$ cat src/rtl/board_pkg.sv
// Shared definitions for the Life board datapath: scanner FSM states and the
// density class encoding also used by the board generator's density control.
package board_pkg;

    localparam int BOARD_W = 32;
    localparam int BOARD_H = 24;

    typedef enum logic [1:0] {
        IDLE = 2'd0,
        SEND = 2'd1,
        DONE = 2'd2
    } scan_state_t;

    typedef enum logic [1:0] {
        DENSITY_SPARSE = 2'd0,
        DENSITY_LOW    = 2'd1,
        DENSITY_MEDIUM = 2'd2,
        DENSITY_HIGH   = 2'd3
    } density_t;

    // Thresholds are integer floors of L/8, 3L/8 and 5L/8.
    function automatic density_t density_of(input int unsigned count, input int unsigned cells);
        if (count < cells / 8)
            return DENSITY_SPARSE;
        else if (count < (3 * cells) / 8)
            return DENSITY_LOW;
        else if (count < (5 * cells) / 8)
            return DENSITY_MEDIUM;
        else
            return DENSITY_HIGH;
    endfunction

endpackage

$ cat src/rtl/board_scanner_raster_counter.sv
// Raster-order x/y position counter (x fastest) with clear, advance enable
// and a flag marking the final cell of the frame.
module raster_counter #(
    parameter int W = 32,
    parameter int H = 24
) (
    input  logic                 clk,
    input  logic                 rst,
    input  logic                 clear,
    input  logic                 advance,
    output logic [$clog2(W)-1:0] x,
    output logic [$clog2(H)-1:0] y,
    output logic                 last
);

    localparam int X_W = $clog2(W);
    localparam int Y_W = $clog2(H);
    localparam logic [X_W-1:0] X_MAX = X_W'(W - 1);
    localparam logic [Y_W-1:0] Y_MAX = Y_W'(H - 1);

    // Clear wins over advance so a restart always begins at the origin.
    always_ff @(posedge clk or posedge rst) begin
        if (rst) begin
            x <= '0;
            y <= '0;
        end else if (clear) begin
            x <= '0;
            y <= '0;
        end else if (advance) begin
            if (x == X_MAX) begin
                x <= '0;
                y <= (y == Y_MAX) ? '0 : y + 1'b1;
            end else begin
                x <= x + 1'b1;
            end
        end
    end

    assign last = (x == X_MAX) && (y == Y_MAX);

endmodule

$ cat src/rtl/board_scanner.sv
// Streams a captured Life board one cell per handshake in raster order and
// reports the live-cell population and density class at the end of each scan.
module board_scanner
    import board_pkg::*;
#(
    parameter int W = BOARD_W,
    parameter int H = BOARD_H
) (
    input  logic                     clk,
    input  logic                     rst,
    input  logic                     load,
    input  logic [W*H-1:0]           board_in,
    output logic                     busy,
    output logic                     out_valid,
    input  logic                     out_ready,
    output logic                     out_cell,
    output logic [$clog2(W)-1:0]     out_x,
    output logic [$clog2(H)-1:0]     out_y,
    output logic                     out_last,
    output logic                     done,
    output logic [$clog2(W*H+1)-1:0] live_count,
    output logic [1:0]               density_class
);

    localparam int L     = W * H;
    localparam int CNT_W = $clog2(L + 1);
    localparam int IDX_W = $clog2(L);

    scan_state_t      state;
    logic [L-1:0]     shadow;
    logic [CNT_W-1:0] run_count;
    logic [CNT_W-1:0] next_count;
    logic [IDX_W-1:0] cell_idx;
    logic             cell_bit;
    logic             at_last;
    logic             fire;
    logic             pos_clear;
    logic             pos_advance;

    assign fire        = out_valid & out_ready;
    assign pos_clear   = ((state == IDLE) && load) || (state == DONE);
    assign pos_advance = fire & ~at_last;

    raster_counter #(
        .W(W),
        .H(H)
    ) u_raster (
        .clk     (clk),
        .rst     (rst),
        .clear   (pos_clear),
        .advance (pos_advance),
        .x       (out_x),
        .y       (out_y),
        .last    (at_last)
    );

    assign cell_idx   = IDX_W'(out_y) * IDX_W'(W) + IDX_W'(out_x);
    assign cell_bit   = shadow[cell_idx];
    assign out_cell   = out_valid & cell_bit;
    assign out_last   = out_valid & at_last;
    assign next_count = run_count + CNT_W'(cell_bit);

    // Results are published on the final handshake so they are already valid
    // during the DONE cycle alongside the done pulse.
    always_ff @(posedge clk or posedge rst) begin
        if (rst) begin
            state         <= IDLE;
            shadow        <= '0;
            run_count     <= '0;
            busy          <= 1'b0;
            out_valid     <= 1'b0;
            done          <= 1'b0;
            live_count    <= '0;
            density_class <= 2'd0;
        end else begin
            case (state)
                IDLE: begin
                    done <= 1'b0;
                    if (load) begin
                        shadow    <= board_in;
                        run_count <= '0;
                        busy      <= 1'b1;
                        out_valid <= 1'b1;
                        state     <= SEND;
                    end
                end
                SEND: begin
                    if (fire) begin
                        run_count <= next_count;
                        if (at_last) begin
                            out_valid     <= 1'b0;
                            done          <= 1'b1;
                            live_count    <= next_count;
                            density_class <= density_of(32'(next_count), 32'(L));
                            state         <= DONE;
                        end
                    end
                end
                DONE: begin
                    done  <= 1'b0;
                    busy  <= 1'b0;
                    state <= IDLE;
                end
                default: state <= IDLE;
            endcase
        end
    end

endmodule
$ cat config.mk
export PLATFORM = sky130hd
export DESIGN_NAME = board_scanner
export DESIGN_NICKNAME = d
export VERILOG_FILES = /design/src/rtl/board_pkg.sv /design/src/rtl/board_scanner_raster_counter.sv /design/src/rtl/board_scanner.sv
export SDC_FILE = /design/constraint.sdc
export NUM_CORES = 2
export LEC_CHECK = 0
export ABC_AREA = 1
export BUFFER_PORTS_ARGS = -buffer_cell sky130_fd_sc_hd__buf_2
export CAP_MARGIN = 20
export CORE_AREA = 2 2 307 309
export DETAILED_ROUTE_END_ITERATION = 12
export DIE_AREA = 0 0 309 311
export PLACE_DENSITY = 0.58
export REMOVE_ABC_BUFFERS = 1
export SLEW_MARGIN = 5
export SYNTH_ARGS = -nofsm -noshare
export SYNTH_HDL_FRONTEND = slang
export SYNTH_HIERARCHICAL = 1
export SYNTH_SLANG_ARGS = --single-unit
$ cat constraint.sdc
create_clock -name clk -period 35.5 [get_ports clk]
set_input_delay 7.1 -clock clk [delete_from_list [all_inputs] [get_ports clk]]
set_output_delay 7.1 -clock clk [all_outputs]
set_load 0.05 [all_outputs]
* After elaboration in Yosys (flattened, before gate mapping)
Cells that the tools add are included.
Operators by class: add/subtract/negate cells 4, $lt $le $gt $ge 4, eq/ne operators 7, muxes and demuxes 27, bitwise operators 5, reduce and logical (&&, ||, !) cells 18
Operators with widths (number):
- $mux 5 | 7
- $lt 10x9->1 const B | 2
- $mux 10 | 2
- $pmux 10 s2 | 1
- $reduce_and 3->1 | 4
- $lt 10x11->1 const B | 1
- $add 10x1->10 | 1
- $add 10x5->10 | 1
- $add 5x1->5 const B | 2
- $bmux 1 s10 | 1
- $eq 5x5->1 const B | 2
- $lt 10x7->1 const B | 1
- $mux 2 | 5
- $reduce_bool 2->1 | 5
- $mux 1 | 7
- $ne 2x2->1 const B | 3
- $pmux 1 s2 | 3
- $reduce_and 2->1 | 3
- $and 1x1->1 | 4
- $pmux 2 s2 | 1
- $reduce_and 4->1 | 1
- $eq 2x1->1 const B | 1
- $eq 2x2->1 const B | 1
- $logic_and 1x1->1 | 2
- 4 further kinds | 4
Word-level totals: flip-flop bits (word level) 805, output and inout port bits 27

* Logic depth before layout (Yosys ltp)
depth in word-level cells 8, depth in mapped cells 28, gate-level depth less buffers 24

* Cells and area by module
The synthesis kept the hierarchy.
Modules (own cells, without submodules):
- board_scanner | times used 1, cells each 3473, area each 37023.0 um^2
- raster_counter | times used 1, cells each 73, area each 566.8 um^2

* Worst setup path after synthesis
No wires, ideal clock.
path type register to output, start point register u_raster.x[2], end point output out_cell, arrival time 2.799 ns, data required time 28.400 ns, setup slack 25.601 ns, cell stages (with the launch flop) 14, path buffers 3, path through dfrtp_1 > buf_4 > buf_2 > buf_1 > nand3_1 > nand3_1 > nand3_1 > nand3_1 > nand2_1 > nand2_1 > nand3_1 > nand3_1 > nand3_1 > a21oi_1
On the way: longest elaborated chain between the ends 4
RTL lines:
- start: declaration | line board_scanner_raster_counter.sv:11 | output logic [$clog2(W)-1:0] x,
- start signal: assignment | line board_scanner_raster_counter.sv:34 | x <= x + 1'b1;
- $add 10x5->10 | line board_scanner.sv:57 | assign cell_idx = IDX_W'(out_y) * IDX_W'(W) + IDX_W'(out_x);
- $bmux 1 s10 | line board_scanner.sv:58 | assign cell_bit = shadow[cell_idx];
- $mux 1 (implied by the code) | line board_scanner.sv:58
- $and 1x1->1 | line board_scanner.sv:59 | assign out_cell = out_valid & cell_bit;
- end: declaration | line board_scanner.sv:16 | output logic out_cell,
Every way passes these cells. The select of a mux whose other input is x is not followed.

* Worst setup path in the final report
start point register u_raster.x[0], end point output out_cell
The elaborated chain is that of the path after synthesis.

==> flow_summary.toml <==
[pwr]
switching_power_mw = 0.947
pwr_density_cell_mw_per_mm2 = 58.2
combPwrFrac_pct = 27.2
ir_drop_v = 0.0000556
p_int_mw = 1.70
switching_share_pct = 35.7
seqPwrFrac_pct = 36.7
p_leak_nw = 23.5
total_power_mw = 2.65
pwr-share-clk_pct = 36.1

[sta]
rsz0062_at_grt = "false"
relSlewSlack_pct = 26.3
fmax_mhz = 81.6
drv_slew = 0
fin_crit_ns = 12.26
fin_skew_ns = 0.0249
final_hold_viol_count = 0
whs_ns = 0.479
finalSetupViolCount = 0
finalSetupTns_ns = 0
post-route-period-util_pct = 34.5
worst_pin_slew_ns = 1.11

[global_routing]
use_met2_pct = 41.4
met3_usage_pct = 7.17
grt_pass1_vias = 29751
antenna_found_initial = 98
grt_start_max_net_pins = 186
overflow = 0
use_met1_pct = 31.8
track_usage_pct = 25.3
grt_first_pass_wirelength_um = 185000
grt_busiest_layer = "met2"

[critical_path]
reg2reg_slack_ns = 29.57
crit_type = "flop to output pin"
slowest_delay_ns = 0.90
endpoint_kind = "output pin"
required_ns = 28.40
cp.arrival_ns = 5.16
rr_startpoint = "u_raster/x[0]"
cp_cell_sequence = "buf_4, buf_4, nand2_1, nand3_1, nand3_1, nand3_1, nand3_1, nand3_1, nand2_1, nand2_1, nand3_1, nand3_1, nand3_1, a21oi_1, buf_2"
slowest_stage = "dfrtp_4"
crit_fanout = 78
r2r-end = "density_class[0]"
timing.critical_path.mode_cell = "nand3_1"
r2r_cells = 25
worstSetupStartpointType = "flop"

[place]
dp_hpwl_um = 82200
gp_congestion = 0.809
port_buffers = 798

[drt]
wl_um = 124000
firstDrtPassIters = 5
vias = 29384
remaining_drc_errors = 0
wire_per_inst_um = 22.1
vias_per_cell = 5.24
ant_nets = 0
drt-initial-drc-count = 2217

[floorplan]
rows = 112
initial_core_util_pct = 40.5
die_h_um = 311
fp.dieArea_mm2 = 0.0961
core_mm2 = 0.0928
pin_count = 799
fp.dieW_um = 309

[logic_synthesis]
synth_area_mm2 = 0.0376
synthAdderAreaFrac_pct = 0.166
async_reset_ff_share_pct = 100
synth.area.mux_share_pct = 22.6
synth_top_family_by_area = "multiplexers"
synth-simple-area-share_pct = 17.4
netlist_instances = 3546
yosysUniqueCellTypes = 33
syn_area_per_cell_um2 = 10.6
seq_area_frac_synth_pct = 53.6
synth_area_leader_cell = "dfrtp_1"
synth_top_area_share_pct = 53.6
synth_edf_count = 0
ys_ff_latch = 805
synth_xor_area_share_pct = 0.140
ys.flop_type = "dfrtp_1"
yosys-top-cells-area = "dfrtp_1 (54%), mux2_2 (23%), nand3_1 (8.8%)"
synth_compound_area_share_pct = 2.24
synth_warnings = 6

[clock_tree]
clock-root-buffer = "clkbuf_16"
hold_buffers = 0
cts_tree = "built"
cts_buffers = 92
cts_max_level = 3
clk_latency_ns = 0.66
path_clk_slew_ns = 0.06
cts.sinks = 805
post-cts-setup-buffers = 0
ctsLongestPathBuffers = 3
cts_resized = 0

[status]
outcome = "complete, no violations"

[cells_and_area]
final_nets = 5006
drive_gt1_share_pct = 40.9
area_growth_pct = 21.1

[job]
maxCapViolCount = 0

[min_path]
hold_class = "flop to flop"
whs_path_depth = 2
whs_endpoint = "live_count[5]"
hold_start = "live_count[5]"
[cells by family (layout without fill, tap and decap cells)]
| group | Yosys count | after routing |
|---|---|---|
| xor+xnor | 6 | 6 |
| flops | 805 | 805 |
| compound gates | 158 | 158 |
| other cells | 0 | 59 |
| simple gates | 1512 | 1512 |
| fa+ha+maj | 5 | 5 |
| mux | 756 | 756 |
| buf+inv | 304 | 1055 |
[critical path: cells and delay by family, from the launching register on]
kind | cells | cell delay, ns
and+or+nand+nor | 11 | 1.44
DFF | 1 | 0.90
buffers and inverters | 3 | 1.90
AOI/OAI and AO/OA | 1 | 0.12
[stage by stage]
stage | util (%) | area [um^2] | cells | setup slack (ns)
finish | 49.1 | 45500 | 5610 | 23.24
global route | 49.0 | 45500 | 5594 | 22.82
CTS | 48.9 | 45300 | 5550 | 23.24
detailed placement | 45.6 | 42300 | 5388 | 23.43
global placement | 45.6 | 42300 | 5387 | 23.43
floorplan | - | 36400 | 3294 | 2.23
[per-layer routing]
metal | vias to the layer above | part of all wire, %
met2 | 866 | 48
met1 | 14562 | 41
met5 | - | 0.38
li1 | 13610 | -
met3 | 278 | 7.5
met4 | 68 | 3.2
[worst max path at each step]
| stage | startpoint | endpoint | slack, ns | depth (start not counted) |
|---|---|---|---|---|
| after floorplan | load | busy | 2.23 | 3 |
| after global placement | load | shadow[542] | 23.43 | 7 |
| after detailed placement | load | shadow[420] | 23.43 | 7 |
| after CTS | u_raster/x[0] | out_cell | 23.24 | 15 |
| after global routing | u_raster/x[0] | out_cell | 22.82 | 15 |
| final | u_raster/x[0] | out_cell | 23.24 | 15 |
[flip-flops by register name, summed over array words and instances (netlist names)]
| name | flops |
|---|---|
| run_count | 10 |
| busy | 1 |
| done | 1 |
| live_count | 10 |
| density_class | 2 |
| out_valid | 1 |
| state | 2 |
| u_raster/x | 5 |
| u_raster/y | 5 |
| shadow | 768 |
[power groups by stage]
stage | Sequential [mW] | Combinational [mW] | Clock (mW)
floorplan | 1.02 | 0.378 | 0
global placement | 0.988 | 0.731 | 0
detailed placement | 0.988 | 0.731 | 0
CTS | 0.971 | 0.734 | 0.977
global route | 0.973 | 0.797 | 1.01
finish | 0.971 | 0.721 | 0.957
[placed cells by master (no fill, tap or decap), types with 6 or more instances in the layout]
master     synthesis  layout
buf_4             13      40
clkbuf_8           0      26
dfrtp_1          805     800
o22ai_1           29      29
diode_2            0      59
mux2_2           756     756
o21ai_0           84      84
clkbuf_1          88      22
xor2_1             6       6
nand3_1          661     660
buf_2            131     798
clkbuf_16          0      95
clkinv_2           0      12
inv_1             44      42
nand2_1          753     753
nor2_1            87      87
a21oi_1           37      37
[Yosys cell counts, drive strengths merged, types with 5 or more instances]
cell type	instances
a21oi	38
buf	164
clkbuf	88
clkinv	5
dfrtp	805
ha	5
inv	47
mux2	756
nand2	753
nand3	661
nor2	89
o21ai	89
o22ai	29
xor2	6
[area by class of cell]
cell class | count | area (um^2)
flip-flops and latches | 805 | 20200
fillers | 8860 | 47300
inverters | 52 | 224
repair buffers | 841 | 4360
well taps | 1254 | 1570
clock inverters | 19 | 209
clock buffers | 143 | 2820
diodes | 59 | 148
multi-input cells | 2437 | 16000
(Power assumes the default switching activity.)
